===== src/rtl/uart_tx_arbiter.sv =====
// uart_tx_arbiter: round-robin, packet-locked sharing of one
// UART transmitter among NUM_REQ byte-stream requesters.
module uart_tx_arbiter #(
  parameter int NUM_REQ      = 4,
  parameter int HOLD_TIMEOUT = 256
) (
  input  logic                 i_Clk,
  input  logic                 i_Rst,
  input  logic [NUM_REQ-1:0]   i_Req_DV,
  input  logic [8*NUM_REQ-1:0] i_Req_Byte,
  input  logic [NUM_REQ-1:0]   i_Req_Last,
  output logic [NUM_REQ-1:0]   o_Req_Ready,
  output logic [NUM_REQ-1:0]   o_Grant,
  output logic                 o_Busy,
  output logic                 o_Timeout,
  output logic                 o_TX_DV,
  output logic [7:0]           o_TX_Byte,
  input  logic                 i_TX_Active,
  input  logic                 i_TX_Done
);

  localparam int IW = $clog2(NUM_REQ);
  localparam int CW = $clog2(HOLD_TIMEOUT + 1);

  localparam logic [CW-1:0] CNT_LAST =
    CW'(HOLD_TIMEOUT - 1);
  localparam logic [IW-1:0] IDX_LAST =
    IW'(NUM_REQ - 1);
  localparam logic [IW:0] NREQ =
    (IW+1)'(NUM_REQ);

  typedef enum logic [1:0] {
    IDLE,
    SEND,
    WAIT
  } state_t;

  state_t state;
  state_t state_d;

  logic [NUM_REQ-1:0] grant_d;
  logic [IW-1:0]      idx;
  logic [IW-1:0]      idx_d;
  logic [IW-1:0]      idx_nxt;
  logic [IW-1:0]      ptr;
  logic [IW-1:0]      ptr_d;
  logic [IW-1:0]      win;
  logic [IW-1:0]      cand;
  logic [IW:0]        sum;
  logic [CW-1:0]      cnt;
  logic [CW-1:0]      cnt_d;
  logic               last;
  logic               last_d;
  logic               found;
  logic               hs;
  logic               tx_dv_d;
  logic               timeout_d;
  logic [7:0]         tx_byte_d;

  assign o_Busy  = (state != IDLE);
  assign hs      = |(o_Req_Ready & i_Req_DV);
  assign idx_nxt = (idx == IDX_LAST) ?
                   '0 : idx + IW'(1);

  // Only the owner may hand over a byte, and only
  // while the UART is not mid-frame.
  always_comb begin
    o_Req_Ready = '0;
    if (state == SEND && !i_TX_Active)
      o_Req_Ready = o_Grant;
  end

  // First requester at or after r_Ptr, wrapping.
  always_comb begin
    found = 1'b0;
    win   = '0;
    sum   = '0;
    cand  = '0;
    for (int i = 0; i < NUM_REQ; i++) begin
      sum  = {1'b0, ptr} + (IW+1)'(i);
      cand = (sum >= NREQ) ?
             IW'(sum - NREQ) : IW'(sum);
      if (!found && i_Req_DV[cand]) begin
        found = 1'b1;
        win   = cand;
      end
    end
  end

  // Next-state and next-output decode.
  always_comb begin
    state_d   = state;
    grant_d   = o_Grant;
    idx_d     = idx;
    ptr_d     = ptr;
    cnt_d     = '0;
    last_d    = last;
    tx_dv_d   = 1'b0;
    tx_byte_d = o_TX_Byte;
    timeout_d = 1'b0;
    unique case (state)
      IDLE: begin
        if (found) begin
          state_d = SEND;
          grant_d = NUM_REQ'(1) << win;
          idx_d   = win;
        end
      end
      SEND: begin
        if (hs) begin
          tx_dv_d   = 1'b1;
          tx_byte_d =
            i_Req_Byte[{idx, 3'b000} +: 8];
          last_d    = i_Req_Last[idx];
          state_d   = WAIT;
        end else if (cnt == CNT_LAST) begin
          timeout_d = 1'b1;
          grant_d   = '0;
          ptr_d     = idx_nxt;
          state_d   = IDLE;
        end else begin
          cnt_d = cnt + CW'(1);
        end
      end
      WAIT: begin
        if (i_TX_Done) begin
          if (last) begin
            grant_d = '0;
            ptr_d   = idx_nxt;
            state_d = IDLE;
          end else begin
            state_d = SEND;
          end
        end
      end
      default: state_d = IDLE;
    endcase
  end

  // State and registered outputs.
  always_ff @(posedge i_Clk) begin
    if (i_Rst) begin
      state     <= IDLE;
      o_Grant   <= '0;
      idx       <= '0;
      ptr       <= '0;
      cnt       <= '0;
      last      <= 1'b0;
      o_TX_DV   <= 1'b0;
      o_TX_Byte <= '0;
      o_Timeout <= 1'b0;
    end else begin
      state     <= state_d;
      o_Grant   <= grant_d;
      idx       <= idx_d;
      ptr       <= ptr_d;
      cnt       <= cnt_d;
      last      <= last_d;
      o_TX_DV   <= tx_dv_d;
      o_TX_Byte <= tx_byte_d;
      o_Timeout <= timeout_d;
    end
  end

endmodule


===== config.mk =====
export PLATFORM = sky130hd
export DESIGN_NAME = uart_tx_arbiter
export DESIGN_NICKNAME = d
export VERILOG_FILES = /design/src/rtl/uart_tx_arbiter.sv
export SDC_FILE = /design/constraint.sdc
export NUM_CORES = 1
export LEC_CHECK = 0
export ABC_AREA = 1
export ABC_CLOCK_PERIOD_IN_PS = 2900
export CAP_MARGIN = 20
export CORE_MARGIN = 3
export CORE_UTILIZATION = 35
export DETAILED_ROUTE_END_ITERATION = 12
export MAX_ROUTING_LAYER = met4
export REMOVE_ABC_BUFFERS = 1
export SLEW_MARGIN = 40
export SYNTH_ARGS = -nofsm -noshare
export SYNTH_HDL_FRONTEND = slang
export SYNTH_SLANG_ARGS = --single-unit

===== constraint.sdc =====
create_clock -name i_Clk -period 2.9 [get_ports i_Clk]
set_input_delay 0.29 -clock i_Clk [delete_from_list [all_inputs] [get_ports i_Clk]]
set_output_delay 0.29 -clock i_Clk [all_outputs]
set_load 0.01 [all_outputs]

==> results of run 1 <==
==> cell type report <==
cell class | count | area (sq um)
tap | 70 | 87.6
clock buffer | 6 | 82.6
multi-input combinational | 216 | 1130
clock inverter | 2 | 12.5
sequential | 30 | 601
fill | 527 | 2510
inverter | 31 | 116
timing repair buffer | 63 | 628
==> sequential cells by signal (all words and copies together), names as in the netlist <==
name and cells:
o_TX_DV 1, o_Grant 4, cnt 9, o_TX_Byte 8
ptr 2, o_Timeout 1, last 1, idx 2
state 2
==> power by group <==
part | leakage [uW] | internal (uW) | total [uW] | switching, uW
sequential | 0.000244 | 480 | 554 | 74.2
combinational | 0.000810 | 417 | 1020 | 608
clock | 0.0000472 | 190 | 350 | 160
total | 0.00110 | 1090 | 1930 | 841
==> stage by stage <==
| step | utilization [%] | std cells | hold slack (ps) | setup WS [ps] |
|---|---|---|---|---|
| CTS | 51.4 | 418 | 460 | 712 |
| detailed placement | 49.6 | 410 | 448 | 755 |
| global route | 51.4 | 418 | 485 | 521 |
| floorplan | - | 277 | 359 | 964 |
| global placement | 49.6 | 410 | 432 | 784 |
| finish | 51.4 | 418 | 453 | 743 |
==> Yosys cell counts, types with 3 or more instances <==
cell / n / area, sq um
nor2_1: 56 / 210
nand2_2: 11 / 68.8
a21oi_1: 11 / 55.1
nor3b_1: 3 / 22.5
nand2_1: 44 / 165
dfxtp_1: 30 / 601
nand3_2: 3 / 30.0
inv_2: 3 / 11.3
nor2_2: 4 / 25.0
ha_1: 7 / 87.6
nand3_1: 16 / 80.1
o21ai_0: 33 / 165
clkbuf_1: 4 / 15.0
inv_1: 26 / 97.6
a31oi_1: 10 / 62.6
==> per-layer routing <==
metal  vias to the layer above  global-route usage, %  share of wire (%)
met5                         -                      -                  0
met4                         0                   4.64                1.2
met3                         6                   5.30                 11
li1                       1050                      -                  -
met1                       818                   18.3                 47
met2                        86                   23.5                 42
==> worst max-delay path: stages (launching register included) <==
cell,delay (ps)
dfxtp_1,330
inv_1,110
ha_1,200
inv_2,50
nor2_2,160
inv_1,110
nor2_1,90
clkdlybuf4s50_1,540
==> worst paths after layout <==
kind	end	slack (ps)	cells past startpoint
setup / recovery	o_Req_Ready[2]	740	7
hold / removal	cnt[0]$_SDFF_PP0_	450	1
setup reg to reg	o_Grant[1]$_SDFFE_PP0P_	790	14
hold reg to reg	cnt[0]$_SDFF_PP0_	450	1
==> cell families (layout without fill, tap and decap cells) <==
group | after synthesis | in the layout
AO/OA/AOI/OAI | 57 | 57
XOR/XNOR | 3 | 3
adder cells (fa/ha/maj) | 7 | 7
buffers and inverters | 39 | 102
flip-flops | 30 | 30
AND/OR/NAND/NOR | 149 | 149
==> run metrics, run 1 <==
status=finished clean; Ports=63; I/O Buffers=62; cell area after synthesis=1890 sq um; origin of the worst setup path=state[1]$_SDFFE_PP0P_; Min-Delay Startpoint=cnt[0]$_SDFF_PP0_; HPWL Detailed=3580 microns; Cells after Synth=285; Least-Margin Pin Slew=approximately 530 ps; simple-gate share of the synthesized area=a little under two fifths; post-synthesis sequential area ratio=31.8%; gr usage total=15.1%; mux cell area share after synthesis=0%; commonest cells after routing, fill and taps aside=62 x clkdlybuf4s50_1, 56 x nor2_1, 44 x nand2_1; CTS max path bufs=2; library cells used by synthesis=33; core area=5170 sq um; RR Startpoint=cnt[0]$_SDFF_PP0_; YS warnings=0; CP Launch Type=flip-flop; Initial DRC Count=91; largest family of logic cells by synthesized area=simple AND/OR/NAND/NOR gates; final setup fails=0; Tightest Hold Check Type=flip-flop to flip-flop; Power Density=725 nW/um^2; wire per inst=10.8 microns; Final period util=74.4%; P_leak=roughly 0.0011 uW; clock slew seen by the registers of the worst setup and hold paths=70 ps; Initial Util=36.5%; die area=about 6300 sq um; pin count of the biggest net entering global routing=23; Slew Limit Headroom=64.7%; worst skew pair latency=280 ps; crit end category=output port; # diodes=0; Primary FF master, synth=dfxtp_1; critical path type=flip-flop to output port; vias per cell=approximately 4.7; Clock H-tree levels=2; Tot Pwr=1930 uW; initial antenna violation count=0; DRC Markers=0; Antenna Nets Post-Route=0; vias=1960; final net count=398; die height=approximately 80 microns; critical-path maximum fanout=5; crit path DAT=1870 ps; cts bufs inserted=5; Final Hold Fails=0; commonest non-fill, non-tap cell in the layout=clkdlybuf4s50_1; Syn-to-layout area delta=40.8%; post-synthesis compound-gate area fraction=~16%; setup_tns=0 ps; number of hold buffers added after CTS=0; grt total ovfl=0; Die Wd=79.5 microns; Req. time, crit path=roughly 2600 ps; fin crit period=2160 ps; maximum VDD drop=0.229 mV; RSZ-0062 raised after global routing=false; GPL Wtd Cong=slightly below 0.9; CTS tree=done; Clk Tree Root Cell=clkbuf_8; max-cap violations=0; Final Instance Area=2660 sq um; average size of a mapped cell=6.63 sq um; Core Rows=26; setup bufs post-CTS=0; synthesized flop and latch total=30; Placed Area=2560 sq um; post-synthesis xor/xnor area fraction=between 1 and 1.5%; adder-cell share of the synthesized area=4.64%; DRT Pass-1 Iters=4; Fmax=464 MHz; number of flops mapped to enable cells by yosys=0; Post-Route WL=4520 microns; ys async rst share=0%; Gates resized, CTS repair=0; final setup skew=between 4 and 5 ps; number of global-route vias before repair=1756; count of pins over their slew limit=0; share of cells above drive strength 1=10.9%; TritonCTS Sinks=30; first-pass GRT wire length=roughly 7400 microns
Note: power is estimated with default switching activity, not from simulation.
==> run 2, diff against run 1 <==
- ABC_CLOCK_PERIOD_IN_PS: 2900 -> 2150
- clock period: 2.9 -> 2.15 ns (I/O delays scaled with it)
==> run 2 against run 1 <==
Utilization increased by 2.7 points. Cell count increased by 1.7%. Register-to-register slack got worse by 710 ps. Flip-flop and latch count unchanged. Total power increased by 45%. Wire length increased by 2.5%. Cell area increased by 5.2%. Sequential power increased by 32%. Via count increased by 1.5%. Critical path type is now flip-flop to flip-flop. Largest power group unchanged.
==> run metrics, run 2 (synthesis results as in run 1) <==
wire per inst=10.9 microns; vias per cell=about 4.7; RR Startpoint=cnt[0]$_SDFF_PP0_; Syn-to-layout area delta=48.1%; Placed Area=~2600 sq um; Power Density=about 1000 nW/um^2; Fmax=roughly 480 MHz; Final period util=~96%; Hold Slack=445 ps; Tot Pwr=2790 uW; number of global-route vias before repair=1699; I/O Buffers=between 60 and 70; R2R setup slack=between 70 and 80 ps; Initial Util=36.5%; GPL Wtd Cong=between 0.8 and 0.9; biggest regs=cnt x9, o_TX_Byte x8, o_Grant x4; Ports=63; final setup fails=0; worst skew pair latency=between 200 and 300 ps; reg2reg end=o_Grant[0]$_SDFFE_PP0P_; crit path DAT=between 2000 and 2500 ps; hold path depth=1; pre-CTS WS=41.3 ps; Final Instance Area=2800 sq um; status=finished clean; TritonCTS Sinks=30; clock slew seen by the registers of the worst setup and hold paths=60 ps; number of hold buffers added after CTS=0; first-pass GRT wire length=7680 microns; die area=6320 sq um; # diodes=0; commonest non-fill, non-tap cell in the layout=clkdlybuf4s50_1; initial antenna violation count=0; placed insts=414; HPWL Detailed=3640 microns; Fillers=roughly 520; slowest CP cell=dfxtp_2; commonest cells after routing, fill and taps aside=59 x clkdlybuf4s50_1, 54 x nor2_1, 43 x nand2_1; Post-Route WL=4640 microns; final net count=405; core area=5170 sq um; critical path cell sequence=ha_4 -> nand2_2 -> nor2_1 -> inv_1 -> nor2_2 -> and3_4 -> ha_4 -> nor2_2 -> or2_1 -> nor2_2 -> nand2_4 -> nor2_4 -> nand3_2 -> a21oi_2; critical path type=flip-flop to flip-flop; Least-Margin Pin Slew=399 ps; CTS max path bufs=2; r2r worst-path depth=14; Slew Limit Headroom=between 70% and 80%; final worst slack=76.7 ps; Initial DRC Count=74; RSZ-0062 raised after global routing=true; CP peak stage delay=approximately 360 ps; fin crit period=2070 ps; CP Capture Point=o_Grant[0]$_SDFFE_PP0P_; Core Rows=26; Layout Cells excl Fill=approximately 430; vias=1990; P_leak=0.00120 uW; DRT Pass-1 Iters=4; Antenna Nets Post-Route=0; max-cap violations=0; origin of the worst setup path=cnt[0]$_SDFF_PP0_; final setup skew=3.07 ps; gr usage total=15.4%; maximum VDD drop=approximately 0.43 mV; die height=79.5 microns; Req. time, crit path=2360 ps; CP Launch Type=flip-flop; Clock H-tree levels=2; Tightest Hold Check Type=flip-flop to flip-flop; Final Hold Fails=0; DRC Markers=0; cts bufs inserted=5; count of pins over their slew limit=0; crit end category=flip-flop; pin count of the biggest net entering global routing=23; grt total ovfl=0; Die Wd=79.5 microns; critical-path maximum fanout=4; CTS tree=done; CP most frequent cell=nor2_2; Clk Tree Root Cell=clkbuf_8; share of cells above drive strength 1=between 15 and 20%; max FFs per register=9; register name with the most flops=cnt
-- run 2: cell types whose count changed in the layout (fill, tap and decap cells not counted), moves of 3 or more --
cell / before / now
clkdlybuf4s50_1: 62 / 59
buf_4: 1 / 8
nand3_1: 16 / 13
dlymetal6s2s_1: 0 / 3
nand3_2: 3 / 6
-- run 2: final cells by class --
class	count	area (sq um)	share of cell area, %
clock buffer	7	76.3	2.73
clock inverter	1	30.0	1.07
inverter	31	116	4.16
multi-input combinational	216	1200	42.8
sequential	30	603	21.5
tap	70	87.6	3.13
timing repair buffer	70	688	24.6
-- run 2: routing by layer --
metal  global-route usage, %  up-vias  wire length (microns)
met5                       -        -                      0
met4                    3.61        0                     36
met3                    5.08        5                    406
met2                    22.6       69                   1930
met1                    20.5      851                   2270
li1                        -     1065                      -
-- run 2: what timing repair did --
item | CTS | global route
setup buffers | 0 | 3
gates resized for setup | 0 | 19
setup endpoints to repair | 0 | 10
-- run 2: worst max-delay path, delay by kind of cell (launching register included) --
kind	cells	cell delay (ps)
AND/OR/NAND/NOR	10	1200
flip-flops	1	360
adder cells (fa/ha/maj)	2	270
AO/OA/AOI/OAI	1	130
buffers and inverters	1	70
-- run 2: metrics by stage --
step	utilization [%]	setup TNS [ps]
detailed placement	50.2	0
global route	54.1	-125
CTS	52.2	0
global placement	50.2	0
finish	54.1	0
floorplan	-	0
-- run 2: worst min-delay path by stage --
stage | start | end | slack [ps]
2_1_floorplan | i_Rst | o_Grant[0]$_SDFFE_PP0P_ | 280
3_3_place_gp | cnt[0]$_SDFF_PP0_ | cnt[0]$_SDFF_PP0_ | 430
3_5_place_dp | cnt[0]$_SDFF_PP0_ | cnt[0]$_SDFF_PP0_ | 440
4_1_cts | cnt[0]$_SDFF_PP0_ | cnt[0]$_SDFF_PP0_ | 450
5_1_grt | cnt[0]$_SDFF_PP0_ | cnt[0]$_SDFF_PP0_ | 460
6_report | cnt[0]$_SDFF_PP0_ | cnt[0]$_SDFF_PP0_ | 450
-- run 2: report_power, final --
group	switching, uW	internal [uW]	total, uW
clock	201	346	547
combinational	891	620	1510
sequential	81.6	649	731
total	1170	1620	2790
